## src/rtl/fma_sum_norm_pipe.sv

```systemverilog
// fma16 sum/normalise pipeline: stage 1 adds product and aligned addend,
// stage 2 left-normalises the magnitude and derives the result exponent.
module fma_sum_norm_pipe #(
  parameter int SW = 35,
  parameter int EW = 8
) (
  input  logic                 clk,
  input  logic                 reset_n,
  input  logic                 in_valid,
  output logic                 in_ready,
  input  logic [21:0]          Pm,
  input  logic                 Ps,
  input  logic                 Zs,
  input  logic signed [EW-1:0] BaseE,
  input  logic [SW-2:0]        Am,
  input  logic                 ASticky,
  input  logic                 KillProd,
  output logic                 out_valid,
  input  logic                 out_ready,
  output logic [SW-1:0]        Mm,
  output logic signed [EW-1:0] Me,
  output logic                 Ss,
  output logic                 Sticky,
  output logic                 Zero
);

  localparam int W1 = SW + 1;
  localparam int LW = $clog2(SW + 1);

  logic          ready_en;
  logic          s1_valid, s2_valid;
  logic          s1_adv, s2_adv, accept;
  logic [SW-1:0] s1_sum;
  logic          s1_sgn, s1_sticky, s1_zsgn;
  logic [EW-1:0] s1_base;

  assign s2_adv    = ~s2_valid | out_ready;
  assign s1_adv    = ~s1_valid | s2_adv;
  assign in_ready  = ready_en & s1_adv;
  assign accept    = in_valid & in_ready;
  assign out_valid = s2_valid;

  // Held low through reset so nothing is accepted until the first clean edge.
  always_ff @(posedge clk or negedge reset_n) begin
    if (!reset_n) ready_en <= 1'b0;
    else          ready_en <= 1'b1;
  end

  // Stage 1: the subtract is done one bit wider so the top bit flags a negative sum.
  logic          inva, neg, sgn_c;
  logic [W1-1:0] pme, ame, raw;
  logic [SW-1:0] sum_c;

  always_comb begin
    inva  = Ps ^ Zs;
    pme   = KillProd ? '0 : W1'(Pm);
    ame   = W1'(Am);
    raw   = pme + (inva ? ~ame : ame) + W1'(inva & ~(ASticky & ~KillProd));
    neg   = inva & raw[SW];
    sum_c = neg ? -raw[SW-1:0] : raw[SW-1:0];
    sgn_c = KillProd ? Zs : (Ps ^ neg);
  end

  always_ff @(posedge clk or negedge reset_n) begin
    if (!reset_n) begin
      s1_valid  <= 1'b0;
      s1_sum    <= '0;
      s1_sgn    <= 1'b0;
      s1_sticky <= 1'b0;
      s1_zsgn   <= 1'b0;
      s1_base   <= '0;
    end else if (s1_adv) begin
      s1_valid <= accept;
      if (accept) begin
        s1_sum    <= sum_c;
        s1_sgn    <= sgn_c;
        s1_sticky <= ASticky;
        s1_zsgn   <= Ps & Zs;
        s1_base   <= BaseE;
      end
    end
  end

  // Stage 2: leading-zero count, normalise, exponent of the new MSB.
  logic [LW-1:0] lzc;
  logic          zero_c;
  logic [SW-1:0] mm_c;
  logic [EW-1:0] me_c;
  logic          ss_c;

  always_comb begin
    lzc = LW'(SW);
    for (int i = 0; i < SW; i++) begin
      if (s1_sum[i]) lzc = LW'(SW - 1 - i);
    end
    zero_c = ~(|s1_sum) & ~s1_sticky;
    mm_c   = s1_sum << lzc;
    me_c   = zero_c ? '0 : (s1_base + EW'(14) - EW'(lzc));
    ss_c   = zero_c ? s1_zsgn : s1_sgn;
  end

  always_ff @(posedge clk or negedge reset_n) begin
    if (!reset_n) begin
      s2_valid <= 1'b0;
      Mm       <= '0;
      Me       <= '0;
      Ss       <= 1'b0;
      Sticky   <= 1'b0;
      Zero     <= 1'b0;
    end else if (s2_adv) begin
      s2_valid <= s1_valid;
      if (s1_valid) begin
        Mm     <= mm_c;
        Me     <= me_c;
        Ss     <= ss_c;
        Sticky <= s1_sticky;
        Zero   <= zero_c;
      end
    end
  end

endmodule
```

## config.mk

```make
export PLATFORM = sky130hd
export DESIGN_NAME = fma_sum_norm_pipe
export DESIGN_NICKNAME = d
export VERILOG_FILES = /design/src/rtl/fma_sum_norm_pipe.sv
export SDC_FILE = /design/constraint.sdc
export NUM_CORES = 1
export LEC_CHECK = 0
export CELL_PAD_IN_SITES_DETAIL_PLACEMENT = 1
export CELL_PAD_IN_SITES_GLOBAL_PLACEMENT = 2
export CORE_AREA = 2 2 174 176
export CTS_CLUSTER_SIZE = 24
export DETAILED_ROUTE_END_ITERATION = 8
export DIE_AREA = 0 0 176 178
export PLACE_DENSITY = 0.78
export SLEW_MARGIN = 20
export SYNTH_ARGS = -nofsm -noshare
export SYNTH_HDL_FRONTEND = slang
export SYNTH_SLANG_ARGS = --single-unit
```

## constraint.sdc

```tcl
create_clock -name clk -period 3.5 [get_ports clk]
set_input_delay 1.05 -clock clk [delete_from_list [all_inputs] [get_ports clk]]
set_output_delay 1.05 -clock clk [all_outputs]
set_load 0.02 [all_outputs]
```

==> impl_metrics.json <==
{
  "cp_cell_sequence": "buf_6 -> ha_4 -> buf_4 -> o21ai_2 -> fa_2 -> inv_2 -> fa_2 -> a211oi_4 -> o21a_1 -> o2111a_2 -> nor3_4 -> a22oi_1 -> or4_4 -> a2111o_1 -> buf_6 -> nor3b_4 -> a21oi_1 -> xor2_1 -> o21ai_1",
  "p_leak_nw": 5.959,
  "firstDrtPassIters": 4,
  "endpoint_kind": "flop",
  "vdd_drop_max_uv": 263.7,
  "startpoint_type": "input pin",
  "setup_tns_ns": -31.29,
  "synth-xor-area-share": 0.08920,
  "final_cell_mix": "buf_4 (228), nand2_1 (117), clkdlybuf4s50_1 (113)",
  "die_w_microns": 176,
  "finClkSkew_ns": 0.009510,
  "io_buffers": 119,
  "fin_ws_ns": -1.153,
  "drt_wl_total_mm": 28.65,
  "grt_use_total": 0.1848,
  "clock-root-buffer": "clkbuf_16",
  "dieArea_sq_um": 31330,
  "synth-compound-area-share": 0.2168,
  "worst_pin_slew_ns": 0.6409,
  "sw_frac_of_total": 0.4293,
  "clockBufferDepth": 2,
  "drcViolationCount": 0,
  "dp_slack_ns": -1.956,
  "combinationalPowerShare": 0.651,
  "p_switching_mw": 3.385,
  "yosysSeqAreaShare": 0.2721,
  "drv_slew": 0,
  "pwr-share-clk": 0.118,
  "fin_crit_sh": 1.329,
  "setup_viol": 35,
  "fin_hold_ws_ns": 0.4679,
  "ant_nets": 0,
  "dpl.hpwl_mm": 23.01,
  "area_delta_synth_final_pct": 49.56,
  "critPathMaxStageDelay_ns": 0.44,
  "synth_edf_count": 0,
  "crit_arrival_ns": 4.88,
  "worst_skew_pair.late_latency_ns": 0.35,
  "slew_headroom": 0.5695,
  "maxCapViolCount": 0,
  "hold_viol_final": 0,
  "antenna_cells": 0,
  "syn_area_sq_um": 8738,
  "grt_start_max_net_pins": 73,
  "synth.avg_cell_area_sq_um": 8.283,
  "power_per_cell_area_nw_per_um2": 603.4,
  "intPower_mw": 4.501,
  "grt_pass1_vias": 9221,
  "crit_type": "input pin to flop",
  "coreArea_sq_um": 29400,
  "synthAdderAreaFrac": 0.05842,
  "crit_required_ns": 3.73,
  "drive_gt1_frac": 0.2814,
  "synth_nets": 1166,
  "power_frac_seq": 0.232,
  "via_per_inst": 4.986,
  "fin_nets": 1485,
  "dr.first_iter.drc_count": 419,
  "ys_seq_elements": 95,
  "num_vias": 8821,
  "synth-main-ff-cell": "dfrtp_1",
  "cts_buffers": 9,
  "final_area_sq_um": 13070,
  "layout_commonest_cell": "buf_4",
  "cts_tree": "yes",
  "violations": "negative setup slack",
  "rsz0062_at_grt": "yes",
  "dpl-instance-area_sq_um": 12100,
  "htree_levels": 3,
  "syn-instance-count": 1055,
  "status": "complete, but fails checks",
  "slowest_stage": "or4_4",
  "async_flop_share": 1.000,
  "instances_no_fill": 1769,
  "crit_path_max_fanout": 6,
  "grt_pass1_wl_mm": 47.36,
  "die_y_microns": 178,
  "num_rows": 63,
  "muxShareOfSynthArea": 0.1231,
  "grt_antenna_before_repair": 0,
  "hp-class": "flop to flop",
  "start_util": 0.2972,
  "yosys.area_share.simple": 0.1993,
  "fillCellCount": 3479,
  "layout_min_cycle_time_ns": 4.653,
  "dp_cells": 1725,
  "ys_warn_count": 0,
  "synth.distinct_cells": 79,
  "fmax_mhz": 214.9,
  "synth_top_family_by_area": "compound AO/OA/AOI/OAI gates",
  "ios": 120,
  "gp_congestion": 0.8755,
  "cts.sinks": 95,
  "clkTransAtPathRegs_ns": 0.07,
  "cts_hold_buffers": 0,
  "grt_overflow_total": 0,
  "wl_per_cell_microns": 16.19
}
-- cells in the mapped netlist (5+ instances only) --
master    instances  share of area
nor4_1           10         0.0072
nor2b_1          37          0.026
buf_2             8         0.0046
nor2_1           71          0.030
or3_1             8         0.0057
o31ai_1          14          0.012
nand4_1           8         0.0057
ha_1             36          0.052
nor3_1           23          0.013
dfrtp_1          95           0.27
a21o_1           16          0.014
and2_1            5         0.0036
o22ai_1           7         0.0050
nand3_1          11         0.0063
o211ai_1          7         0.0060
o21ai_0          72          0.041
buf_1             6         0.0026
a221oi_1          5         0.0050
a21oi_1          52          0.030
nand2b_1         11         0.0079
mux2_2           12          0.015
a22o_1            9         0.0090
and3_1           12         0.0086
nor3b_1           6         0.0052
o21a_1           10         0.0086
xor2_1           40          0.040
xnor2_1          49          0.049
nand2_1         120          0.052
o21ai_1          12         0.0069
a31oi_1          15          0.011
a211oi_1          9         0.0077
clkbuf_1         42          0.018
mux2i_1          94           0.11
inv_1            35          0.015
-- logic make-up after synthesis --
logic type	after synthesis
AOI/OAI and AO/OA	285
xor gates and xnor gates	89
adders and majority gates	39
buffers and inverters	92
DFF	95
muxes	106
other	1
and+or+nand+nor	348
-- routing by layer --
layer	GRT usage	vias up	wire [microns]
met2	0.3374	130	14300
li1	-	4469	-
met4	0.03650	0	262
met1	0.2378	4207	13470
met5	0	-	0
met3	0.01748	15	615
-- registers in the layout (all words and copies together) (netlist names) --
| signal | cells |
|---|---|
| s1_base | 8 |
| Sticky | 1 |
| s1_sum | 35 |
| out_valid | 1 |
| Ss | 1 |
| s1_zsgn | 1 |
| Mm | 35 |
| Zero | 1 |
| ready_en | 1 |
| s1_valid | 1 |
| Me | 8 |
| s1_sgn | 1 |
| s1_sticky | 1 |
-- layout make-up --
cell class | count | area (sq um) | area share
timing repair buffer | 364 | 3191 | 0.2441
multi-input combinational | 868 | 6595 | 0.5046
clock buffer | 13 | 260.3 | 0.01991
inverter | 36 | 140.1 | 0.01072
sequential | 95 | 2377 | 0.1819
clock inverter | 3 | 17.52 | 0.001340
tap | 390 | 488.0 | 0.03734
-- worst paths after layout --
kind	startpoint	to	slack (ns)	cells past startpoint
max	Zs	s1_sum[29]	-1.15	19
min	Mm[23]	Mm[23]	0.47	2
max reg2reg	s1_sum[3]	Me[7]	0.10	16
min reg2reg	Mm[23]	Mm[23]	0.47	2
max in group asynchronous	reset_n	Mm[33]	2.13	2
min in group asynchronous	reset_n	Me[6]	0.69	1
-- worst max-delay path: cells and delay by family --
kind                       cells  cell delay, ns
AOI/OAI and AO/OA              8            1.39
xor gates and xnor gates       1            0.15
and+or+nand+nor                3            0.85
adders and majority gates      3            0.96
buffers and inverters          4            0.47
-- stage by stage --
| step | utilization | total power [mW] |
|---|---|---|
| after floorplan | - | 4.568 |
| after global placement | 0.4116 | 6.522 |
| after detailed placement | 0.4116 | 6.659 |
| after CTS | 0.4345 | 7.760 |
| after global routing | 0.4445 | 8.496 |
| final | 0.4445 | 7.886 |
-- power by group through the flow --
stage	sequential, mW	combinational [mW]	clock [mW]
floorplan	2.07	2.50	0
global placement	1.82	4.70	0
global route	1.89	5.61	1.00
finish	1.83	5.13	0.928
detailed placement	1.84	4.81	0
CTS	1.82	4.98	0.956
-- timing repair --
item	in CTS	in global routing
setup endpoints to repair	38	47
gates resized for setup	69	44
pin swaps	44	29
gates cloned	1	0
setup buffers	16	11
Power figures use the tool's default switching activity.
